--- config.mk ---
export PLATFORM = sky130hd
export DESIGN_NAME = stream_fifo_flushable
export DESIGN_NICKNAME = d
export VERILOG_FILES = /design/src/rtl/stream_fifo_flushable.sv
export SDC_FILE = /design/constraint.sdc
export NUM_CORES = 1
export LEC_CHECK = 0
export BUFFER_PORTS_ARGS = -buffer_cell sky130_fd_sc_hd__buf_4
export CAP_MARGIN = 20
export CORE_UTILIZATION = 28
export DETAILED_ROUTE_END_ITERATION = 16
export PLACE_DENSITY = 0.53
export SETUP_SLACK_MARGIN = 0.1
export SYNTH_ARGS = -nofsm -noshare
export SYNTH_HDL_FRONTEND = slang
export SYNTH_SLANG_ARGS = --single-unit
--- constraint.sdc ---
create_clock -name clk_i -period 2.4 [get_ports clk_i]
set_input_delay 0.72 -clock clk_i [delete_from_list [all_inputs] [get_ports clk_i]]
set_output_delay 0.72 -clock clk_i [all_outputs]
set_load 0.02 [all_outputs]
--- src/rtl/stream_fifo_flushable.sv ---
// Ready/valid stream FIFO with synchronous flush and power-of-two depth.
// Define STREAM_FIFO_FALL_THROUGH_EN to present an incoming beat on the output while empty.
module stream_fifo_flushable #(
  parameter int unsigned DATA_WIDTH = 8,
  parameter int unsigned DEPTH      = 4
) (
  input  logic                   clk_i,
  input  logic                   rst_i,
  input  logic                   flush_i,
  input  logic                   valid_i,
  output logic                   ready_o,
  input  logic [DATA_WIDTH-1:0]  data_i,
  output logic                   valid_o,
  input  logic                   ready_i,
  output logic [DATA_WIDTH-1:0]  data_o,
  output logic [$clog2(DEPTH):0] usage_o
);

  localparam int unsigned ADDR_W  = $clog2(DEPTH);
  localparam int unsigned USAGE_W = ADDR_W + 1;

  logic [DATA_WIDTH-1:0] mem_q [DEPTH];
  logic [ADDR_W-1:0]     wr_ptr_q, wr_ptr_d;
  logic [ADDR_W-1:0]     rd_ptr_q, rd_ptr_d;
  logic [USAGE_W-1:0]    usage_q, usage_d;
  logic                  empty, full;
  logic                  push, pop;
  logic                  store, drain;

  // Handshake decode and next-state computation.
  always_comb begin
    empty    = (usage_q == '0);
    full     = (usage_q == USAGE_W'(DEPTH));
    ready_o  = !full && !flush_i;
    valid_o  = !empty && !flush_i;
    data_o   = mem_q[rd_ptr_q];
`ifdef STREAM_FIFO_FALL_THROUGH_EN
    if (empty && valid_i && !flush_i) begin
      valid_o = 1'b1;
      data_o  = data_i;
    end
`endif
    push  = valid_i && ready_o && !flush_i;
    pop   = valid_o && ready_i && !flush_i;
    store = push;
    drain = pop;
`ifdef STREAM_FIFO_FALL_THROUGH_EN
    // An empty FIFO hands the beat straight through without touching storage.
    if (empty && push && pop) begin
      store = 1'b0;
      drain = 1'b0;
    end
`endif
    wr_ptr_d = store ? wr_ptr_q + ADDR_W'(1) : wr_ptr_q;
    rd_ptr_d = drain ? rd_ptr_q + ADDR_W'(1) : rd_ptr_q;
    unique case ({store, drain})
      2'b10:   usage_d = usage_q + USAGE_W'(1);
      2'b01:   usage_d = usage_q - USAGE_W'(1);
      default: usage_d = usage_q;
    endcase
    if (flush_i) begin
      wr_ptr_d = '0;
      rd_ptr_d = '0;
      usage_d  = '0;
    end
  end

  always_ff @(posedge clk_i) begin
    if (rst_i) begin
      wr_ptr_q <= '0;
      rd_ptr_q <= '0;
      usage_q  <= '0;
    end else begin
      wr_ptr_q <= wr_ptr_d;
      rd_ptr_q <= rd_ptr_d;
      usage_q  <= usage_d;
    end
  end

  // Storage is deliberately left unreset; data_o is qualified by valid_o.
  always_ff @(posedge clk_i) begin
    if (store && !rst_i) begin
      mem_q[wr_ptr_q] <= data_i;
    end
  end

  assign usage_o = usage_q;

endmodule
# --- Yosys cells after proc, flatten, opt, wreduce, memory -nomap -nowiden ---
# Memories as Yosys holds them, arrays and structs flattened. A register that Yosys moved wholly into a read port is not among the register bits.
# Cells that the tools add are included.
totals:
  regBits: 7
  ram_bits: 32
  out_inout_bits: 13
  wordCells: 30
  n_memories: 1
mem_list:
  columns: ["memory", "depth", "width", "rd", "rd_ports_with_merged_regs", "write_ports", "line", "rtl"]
  rows:
  - ["mem_q", 4, 8, 1, 1, 1, "22", "logic [DATA_WIDTH-1:0] mem_q [DEPTH];"]
classes:
  n_addsub: 4
  eq_ne: 3
  muxes: 5
  reduce_logical: 14
op_table:
  columns: ["op", "count"]
  rows:
  - ["logical AND 1 bit", 7]
  - ["one-hot mux 3 bit (2 select lines)", 1]
  - ["adder 2 x 1 -> 2 bit (second input constant)", 2]
  - ["zero test 1 bit", 4]
  - ["2-to-1 mux 2 bit", 2]
  - ["adder 3 x 1 -> 3 bit (second input constant)", 1]
  - ["equality test 3 bit (second input constant)", 1]
  - ["zero test 3 bit", 1]
  - ["subtractor 3 x 1 -> 3 bit (second input constant)", 1]
  - ["equality test 2 x 1 -> 1 bit (second input constant)", 1]
  - ["equality test 2 bit (second input constant)", 1]
  - ["2-to-1 mux 1 bit", 2]
  - ["nonzero test 2 bit", 1]
  - ["OR reduction 2 bit", 1]

# --- Longest topological paths before layout ---
# Gate-level depths: netlist of the first run.
logic_depth:
  word_depth: 8
  ltp_mapped: 8

# --- Worst setup path after synthesis of the first run ---
# Ideal clock, no wire load.
synth_path:
  path_type: "input to register"
  from: "in flush_i"
  to: "reg usage_q[2], in the netlist usage_o[2]"
  arrival_time_ns: 2.188
  t_required_ns: 2.330
  path_slack_ns: 0.143
  path_stages: 7
  path_buffers: 0
  path_cell_list: "nor3b_2 > ha_1 > inv_1 > fa_1 > xor2_1 > or3_1 > a21oi_1"
synth_between:
  elab_chain_cells: 6
  elab_cells_between_ends: 12
  cone_classes: "2 x eq/ne; 1 x mux; 9 x reduce/logical"
synth_rtl:
  columns: ["item", "line", "rtl"]
  rows:
  - ["from (decl)", "9", "input logic flush_i,"]
  - ["zero test 1 bit", null, null]
  - ["logical AND 1 bit (on tied branches)", "35, 34", null]
  - ["logical AND 1 bit (on tied branches) (2 in a row)", "44, 43", null]
  - ["equality test 2 x 1 -> 1 bit or equality test 2 bit (tied branches)", "56", "unique case ({store, drain})"]
  - ["one-hot mux 3 bit (2 select lines) or nonzero test 2 bit (tied branches)", null, null]
  - ["to (signal assigned)", "76", "usage_q <= usage_d;"]
  - ["to (decl)", "25", "logic [USAGE_W-1:0] usage_q, usage_d;"]
# Several ways; a longest one is shown, not always the timed one.
# A chain may end at the register's enable or synchronous reset.

==> impl_metrics.csv, run 1 <==
group,metric,value,unit
cells_and_area,nets,153,
worst_hold_path,hold_depth,2,
drt,dr.pass1.iters,2,
synth,ys_ff_latch,41,
placed_design,post_dp_cell_area,2000,um2
global_routing,grt_use_total,9.57,%
clock_tree,ctsRootBufferMaster,"clkbuf_8",
global_routing,grt_pass1_wl,4350,um
critical_path,crit_type,"reg -> out",
power,leakage,0.000735,uW
synth,synth_cell_types,23,
critical_path,cp-start-kind,"flip-flop",
drt,drc,0,
synth,synthCells,97,
critical_path,crit_path_end_kind,"output port",
floorplanning,rows,27,
drt,drt_iter0_drc,18,
placed_design,gp_congestion,0.667,
clock_tree,cts_setup_buffers,0,
cells_and_area,final_cells,206,
sta,post-route-period-util,92.3,%
critical_path,crit_path_max_fanout,8,
critical_path,critPathArrivalTime,1.49,ns
floorplanning,start_util,29.7,%
placed_design,place_hpwl,1980,um
status,status,"completed",
cells_and_area,final_util,37.2,%
drt,postRouteAntennaNets,0,
synth,synth_adder_area_share,4.93,%
synth,synth_seq_area_share,68.2,%
sta,max_freq,452,MHz
synth,synth.area.mux_share,13.2,%
clock_tree,cts_tree,"built",
sta,setup_tns,0,ns
run,max_cap_viol_count,0,
global_routing,grt-ovfl-total,0,
worst_hold_path,hold_class,"reg -> reg",
clock_tree,clockBufferDepth,2,
placed_design,dp.cells,199,
drt,drt-total-wl,2780,um
global_routing,grt-busiest-layer,"met2",
placed_design,port_buffers,25,
drt,vias,915,
critical_path,crit_required,1.68,ns
sta,clock_skew,0.00373,ns
cells_and_area,fill_cells,527,
critical_path,r2r-end,"usage_o[2]",
critical_path,ff2ff_path_depth,8,
critical_path,endpoint,"data_o[0]",
sta,rsz0062_at_grt,"no",
synth,syn_area,1670,um2
power,vdd_ir_drop_max,0.000246,V
sta,setup_viol,0,
global_routing,grt_util_met1,11.5,%
placed_design,place_ws,-0.0179,ns
synth,synth_top_family_by_area,"multiplexers",
critical_path,reg2reg_slack,0.22,ns
global_routing,grt_max_degree,13,
critical_path,reg2reg_from,"usage_o[0]",
clock_tree,cts.sinks,41,
synth,synth-simple-area-share,9.57,%
floorplanning,num_io_pins,26,
synth,synthesis.nets,116,
sta,fin_crit,2.21,ns
floorplanning,die_x,79.3,um
drt,vias_per_cell,4.44,
clock_tree,clock_latency,0.28,ns
sta,tightest_slew,0.399,ns
clock_tree,numCtsBuffers,5,
floorplanning,die_height,79.3,um
power,power_density,646,nW/um2
synth,syn_area_per_cell,17.3,um2
cells_and_area,drive_gt1_share,39.6,%
clock_tree,ctsHtreeMaxLevel,2,
sta,finalHoldViolations,0,
cells_and_area,stdcell_area,2100,um2
synth,ys_warn_count,0,
synth,synth_compound_area_share,1.49,%
global_routing,use_met3,3.45,%
global_routing,grt_antenna_before_repair,0,
floorplanning,core_region_area,5640,um2
sta,relSlewSlack,73.3,%
cells_and_area,diodes,0,
clock_tree,path_clk_slew,0.07,ns
cells_and_area,syn_to_final_growth,25.5,%
global_routing,first_global_vias,963,
global_routing,use_met2,15.5,%
drt,drt-wirelength-per-cell,13.5,um
synth,synth-xor-area-share,1.05,%
floorplanning,die-area,6290,um2
sta,finalMaxSlewViolations,0,
sta,setup_ws,0.185,ns
synthesized netlist by cell type:
cell type,number,area [um2]
dfxtp_1,9,180
xor2_1,2,17.5
nand2_1,5,18.8
buf_1,1,3.75
buf_2,1,5.00
nand3b_4,1,20.0
a21oi_1,3,15.0
o21ai_0,2,10.0
mux4_2,8,180
or2_2,1,6.26
nand3b_1,1,7.51
mux2i_1,4,40.0
edfxtp_1,32,961
nor2_1,5,18.8
ha_1,5,62.6
fa_1,1,20.0
nor2b_1,1,6.26
or3b_4,1,11.3
inv_1,5,18.8
nor3_2,1,10.0
or3_1,3,18.8
nor3b_1,4,30.0
nor3b_2,1,12.5
stage by stage:
step / power [uW] / hold slack (ns)
global route: 1410 / 0.541
finish: 1360 / 0.503
CTS: 1380 / 0.506
global placement: 865 / 0.472
detailed placement: 867 / 0.487
floorplan: 825 / 0.454
cells by family after synthesis:
kind of cell	count (synthesis)
buf+inv	7
flops	41
compound gates	5
xor+xnor	2
simple gates	24
mux	12
fa+ha+maj	6
critical path: stages (launching register included):
cell,delay [ns]
dfxtp_1,0.31
buf_4,0.20
mux4_2,0.53
buf_4,0.17
sequential cells by signal (all words and copies together) (netlist names), named ones only:
signal and count:
mem_q 32, usage_o 3, rd_ptr_q 2, wr_ptr_q 2
worst min path at each step:
stage,startpoint,end,slack [ns]
after detailed placement,rd_ptr_q[1],rd_ptr_q[1],0.49
after floorplan,rd_ptr_q[1],flip-flop,0.45
final,rd_ptr_q[1],rd_ptr_q[1],0.50
after global placement,rd_ptr_q[1],rd_ptr_q[1],0.47
after global routing,rd_ptr_q[0],rd_ptr_q[0],0.54
after CTS,rd_ptr_q[1],rd_ptr_q[1],0.51
what timing repair did:
| item | CTS | global route |
|---|---|---|
| hold buffers | 0 | 0 |
| endpoints found under the setup margin | 0 | 1 |
| gates resized for setup | 0 | 1 |
| hold endpoints to repair | 0 | 0 |
layout make-up:
| class | instances | area (um2) | share of cell area [%] |
|---|---|---|---|
| Timing Repair Buffer | 32 | 240 | 11.4 |
| Sequential cell | 41 | 1140 | 54.4 |
| Clock buffer | 5 | 68.8 | 3.28 |
| Clock inverter | 2 | 35.0 | 1.67 |
| Tap cell | 72 | 90.1 | 4.29 |
| Multi-Input combinational cell | 49 | 505 | 24.1 |
| Inverter | 5 | 18.8 | 0.893 |
routing by layer:
layer | wire (um) | vias up | share of wire [%]
met2 | 1330 | 26 | 48
met3 | 150 | 5 | 5.4
met5 | 0 | - | 0
met1 | 1260 | 444 | 45
met4 | 30 | 0 | 1.1
li1 | - | 440 | -
power by group:
group	internal, uW	total (uW)	switching [uW]	leakage [uW]
Clock	302	507	206	0.0000540
Sequential	771	774	3.23	0.000362
Combinational	37.7	76.1	38.4	0.000318
cells in the final DEF (no fill, tap or decap), drive strengths merged:
cell / instances
inv: 5
edfxtp: 32
or2: 1
bufinv: 1
clkinv: 1
nor2b: 1
or3: 3
nor2: 5
xor2: 2
nor3: 1
nor3b: 5
o21ai: 2
nand3b: 2
or3b: 1
mux2i: 4
a21oi: 3
nand2: 5
mux4: 8
fa: 1
clkbuf: 5
ha: 5
buf: 32
dfxtp: 9
No activity file was read; power rests on OpenSTA's default activity.
==> run 2, diff against run 1 <==
Settings changed: REMOVE_ABC_BUFFERS from default to 1.
==> run 2 against run 1 <==
Effect of this change: non-clock buffer count did not move; flip-flop and latch count did not move; fmax grew 0.71%; power rose by 1.8%; clock skew rose by 0.0030 ns; largest power group unchanged; highest routed layer unchanged.
==> impl_metrics.csv, run 2 (synthesis gave the netlist of run 1 again) <==
group,metric,value,unit
status,status,"completed",
global_routing,grt_max_degree,14,
drt,drc,0,
drt,drt-total-wl,2760,um
clock_tree,path_clk_slew,0.08,ns
sta,timing.hold.ws,0.496,ns
cells_and_area,syn_to_final_growth,26.1,%
critical_path,crit_path_end_kind,"output port",
critical_path,slowest_stage,"mux4_2",
sta,max_freq,455,MHz
cells_and_area,final_cells,207,
global_routing,grt_use_total,9.67,%
sta,fin_crit,2.20,ns
drt,drt-wirelength-per-cell,13.3,um
placed_design,port_buffers,25,
floorplanning,num_io_pins,26,
floorplanning,die_height,79.3,um
sta,post-route-period-util,91.6,%
drt,vias_per_cell,4.35,
sta,clock_skew,0.00677,ns
cells_and_area,fill_cells,534,
cells_and_area,layout_commonest_cell,"edfxtp_1",
clock_tree,cts_setup_buffers,0,
cells_and_area,top_register,"mem_q",
clock_tree,ctsHtreeMaxLevel,2,
worst_hold_path,hold_class,"reg -> reg",
critical_path,cp-start-kind,"flip-flop",
critical_path,crit_path_max_fanout,8,
power,power_density,655,nW/um2
worst_hold_path,hold_depth,2,
sta,rsz0062_at_grt,"no",
sta,setup_tns,0,ns
sta,finalMaxSlewViolations,0,
sta,setup_viol,0,
power,power.switching,268,uW
drt,drt_iter0_drc,39,
critical_path,critPathArrivalTime,1.48,ns
run,max_cap_viol_count,0,
sta,finalHoldViolations,0,
cells_and_area,largest_reg_flops,32,
critical_path,worst_path_dominant_cell_family,"multiplexers",
global_routing,grt-ovfl-total,0,
cells_and_area,diodes,0,
clock_tree,ctsRootBufferMaster,"clkbuf_8",
placed_design,gp_congestion,0.680,
global_routing,grt_pass1_wl,4420,um
sta,tightest_slew,0.403,ns
drt,dr.pass1.iters,4,
critical_path,crit_required,1.68,ns
critical_path,crit_type,"reg -> out",
power,seqPwrFrac,56.0,%
critical_path,worstPathCellList,"buf_6, mux4_2, buf_4",
critical_path,ff2ff_path_depth,8,
power,combPwrFrac,5.5,%
power,vdd_ir_drop_max,0.000303,V
clock_tree,cts.sinks,41,
clock_tree,cts_tree,"built",
clock_tree,ctsHoldBuffers,0,
drt,postRouteAntennaNets,0,
global_routing,first_global_vias,923,
floorplanning,rows,27,
clock_tree,clock_latency,0.29,ns
floorplanning,die-area,6290,um2
critical_path,crit_cells,3,
global_routing,grt_antenna_before_repair,0,
power,clockPowerShare,38.5,%
placed_design,place_hpwl,1990,um
floorplanning,start_util,29.7,%
drt,vias,900,
clock_tree,cts_resized,0,
power,p_int,1110,uW
cells_and_area,layout_common_cells,"32 x edfxtp_1, 31 x buf_4, 8 x mux4_2, 8 x dfxtp_1",
placed_design,dp.cells,199,
floorplanning,core_region_area,5640,um2
cells_and_area,drive_gt1_share,39.3,%
critical_path,max_stage_delay,0.52,ns
floorplanning,die_x,79.3,um
power,netSwitchingFraction,19.4,%
cells_and_area,nets,153,
clock_tree,clockBufferDepth,2,
power,leakage,0.000733,uW
clock_tree,numCtsBuffers,5,
critical_path,cp.buffers_inverters,2,
sta,relSlewSlack,73.1,%
-- run 2: area by class of cell --
cell class / count / area [um2] / area share (%)
flip-flops and latches: 41 / 1140 / 54.1
well taps: 72 / 90.1 / 4.27
multi-input cells: 49 / 505 / 23.9
repair buffers: 32 / 244 / 11.6
clock inverters: 3 / 41.3 / 1.96
inverters: 5 / 18.8 / 0.889
clock buffers: 5 / 68.8 / 3.26
-- run 2: worst paths after layout --
check | slack, ns | start | to
min reg2reg | 0.50 | rd_ptr_q[1] | rd_ptr_q[1]
max | 0.20 | flip-flop | data_o[1]
max reg2reg | 0.21 | usage_o[0] | usage_o[2]
min | 0.50 | rd_ptr_q[1] | rd_ptr_q[1]
-- run 2: metrics by stage --
step           setup WS (ns)  power [uW]  utilization [%]  area, um2
3_5_place_dp         -0.0646         868             35.4       2000
5_1_grt                0.135        1440             37.4       2110
4_1_cts                0.130        1400             37.3       2110
6_report               0.201        1380             37.4       2110
3_3_place_gp          0.0651         865             35.4       2000
2_1_floorplan          0.143         825                -       1670
-- run 2: per-layer routing --
| layer | GRT usage, % | wire length, um |
|---|---|---|
| met4 | 3.82 | 21 |
| met3 | 3.22 | 177 |
| met1 | 12.2 | 1290 |
| met2 | 15.3 | 1270 |
| met5 | 0 | 0 |
-- run 2: worst min-delay path: stages, from the launching register on --
cell and delay, ns:
dfxtp_1 0.31, o21ai_0 0.06, a21oi_1 0.08
-- run 2: power by group through the flow --
stage               combinational, uW  sequential (uW)  clock [uW]
floorplan                        33.4              792           0
global placement                 75.2              790           0
detailed placement               77.5              790           0
CTS                              77.7              774         546
global route                     83.6              775         584
finish                           76.4              774         532
==> run 3, diff against run 2 <==
Settings changed: BUFFER_PORTS_ARGS -buffer_cell sky130_fd_sc_hd__buf_4 to -buffer_cell sky130_fd_sc_hd__buf_2, HOLD_SLACK_MARGIN from default to 0.12.
==> run 3 against run 2 <==
Effect of this change: register-to-register slack worse by 0.03 ns; setup slack got worse by 0.021 ns; critical path depth rose by 5; die area did not move; sequential power is essentially flat; combinational power shrank 10%; core utilization is 1.5 points lower; final cell count stayed put; global-route usage rose by 0.54 points; first-iteration DRC count is 18% lower.
==> impl_metrics.csv, run 3 (synthesis gave the netlist of run 1 again) <==
group,metric,value,unit
floorplanning,rows,27,
drt,drt-total-wl,2860,um
placed_design,port_buffers,25,
critical_path,slowest_stage,"or3b_4",
placed_design,place_hpwl,2040,um
drt,drc,0,
global_routing,first_global_vias,977,
power,p_int,996,uW
sta,relSlewSlack,71.7,%
worst_hold_path,hold_class,"reg -> reg",
floorplanning,core_region_area,5640,um2
sta,setup_tns,0,ns
cells_and_area,layout_commonest_cell,"edfxtp_1",
sta,setup_viol,0,
clock_tree,clock_latency,0.28,ns
clock_tree,ctsHoldBuffers,0,
critical_path,max_stage_delay,0.43,ns
power,leakage,0.000706,uW
power,clockPowerShare,32.4,%
global_routing,grt_pass1_wl,4640,um
power,seqPwrFrac,62.1,%
drt,vias,914,
critical_path,crit_required,2.61,ns
global_routing,grt_antenna_before_repair,0,
status,status,"completed",
placed_design,gp_congestion,0.646,
power,power_density,616,nW/um2
global_routing,grt_use_total,10.2,%
clock_tree,cts_setup_buffers,0,
sta,max_freq,450,MHz
clock_tree,cts_tree,"built",
power,finalPower,1250,uW
cells_and_area,drive_gt1_share,39.3,%
drt,postRouteAntennaNets,0,
power,power.switching,252,uW
power,combPwrFrac,5.5,%
critical_path,crit_path_end_kind,"flip-flop",
drt,drt_iter0_drc,32,
cells_and_area,largest_reg_flops,32,
cells_and_area,syn_to_final_growth,21.0,%
global_routing,grt-ovfl-total,0,
sta,finalMaxSlewViolations,0,
floorplanning,start_util,29.7,%
cells_and_area,layout_common_cells,"32 x edfxtp_1, 25 x buf_2, 8 x mux4_2, 8 x dfxtp_1, 7 x buf_4",
critical_path,cp-start-kind,"flip-flop",
clock_tree,ctsRootBufferMaster,"clkbuf_8",
sta,clock_skew,0.00329,ns
critical_path,crit_type,"reg -> reg",
drt,dr.pass1.iters,4,
drt,drt-wirelength-per-cell,13.8,um
critical_path,crit_path_max_fanout,5,
drt,vias_per_cell,4.42,
floorplanning,die_x,79.3,um
cells_and_area,diodes,0,
cells_and_area,top_register,"mem_q",
power,netSwitchingFraction,20.2,%
global_routing,grt_max_degree,13,
floorplanning,die_height,79.3,um
clock_tree,numCtsBuffers,5,
sta,finalHoldViolations,0,
sta,post-route-period-util,92.5,%
clock_tree,path_clk_slew,0.07,ns
run,max_cap_viol_count,0,
critical_path,worstPathCellList,"or3b_4, nand3b_4, ha_1, inv_1, fa_1, xor2_1, or3_1, a21oi_1",
critical_path,critPathArrivalTime,2.43,ns
cells_and_area,nets,154,
power,vdd_ir_drop_max,0.000218,V
floorplanning,num_io_pins,26,
clock_tree,cts.sinks,41,
clock_tree,ctsHtreeMaxLevel,2,
sta,rsz0062_at_grt,"yes",
clock_tree,clockBufferDepth,2,
sta,fin_crit,2.22,ns
sta,tightest_slew,0.423,ns
floorplanning,die-area,6290,um2
## run 3: what timing repair did
item | CTS | global route
endpoints found under the setup margin | 0 | 5
resized for setup | 0 | 2
hold endpoints to repair | 0 | 0
## run 3: worst max-delay path, delay by kind of cell (launching register included)
kind / cells / cell delay, ns
AO/OA/AOI/OAI: 1 / 0.14
XOR/XNOR: 1 / 0.17
adder cells (fa/ha/maj): 2 / 0.59
buffers and inverters: 1 / 0.07
flip-flops: 1 / 0.36
AND/OR/NAND/NOR: 3 / 0.83
## run 3: final cells by class
cell class                      count  area (um2)
Tap cell                           72        90.1
Multi-Input combinational cell     49         505
Inverter                            5        18.8
Clock buffer                        5        68.8
Clock inverter                      2        11.3
Timing Repair Buffer               33         189
Fill cell                         541        3620
Sequential cell                    41        1140
## run 3: path summary, 6_finish.rpt
check | startpoint | endpoint | slack [ns] | cells past startpoint
worst max-delay path | usage_o[0] | usage_o[2] | 0.18 | 8
worst min register to register | rd_ptr_q[1] | rd_ptr_q[1] | 0.50 | 2
worst max register to register | usage_o[0] | usage_o[2] | 0.18 | 8
worst min-delay path | rd_ptr_q[1] | rd_ptr_q[1] | 0.50 | 2
## run 3: per-stage QoR
step                hold WS [ns]  area, um2  utilization, %  setup WS (ns)  cells
floorplan                  0.454       1670               -          0.143     95
global placement           0.468       1940            34.4         0.0745    200
detailed placement         0.483       1940            34.4        -0.0309    200
CTS                        0.493       2020            35.8          0.133    207
global route               0.521       2030            35.9         0.0823    207
finish                     0.499       2030            35.9          0.180    207
## run 3: power groups by stage
stage	logic (uW)	clock network, uW	registers, uW
2_1_floorplan	33.4	0	792
3_3_place_gp	66.8	0	790
3_5_place_dp	69.5	0	790
4_1_cts	69.8	422	774
5_1_grt	75.3	461	775
6_report	68.7	404	774
## run 3: per-layer routing
| layer | track usage, % | share of wire (%) | vias to the layer above |
|---|---|---|---|
| li1 | - | - | 440 |
| met1 | 12.3 | 44 | 444 |
| met2 | 16.9 | 49 | 25 |
| met3 | 3.10 | 5.7 | 5 |
| met4 | 4.36 | 1.3 | 0 |
| met5 | 0 | 0 | - |
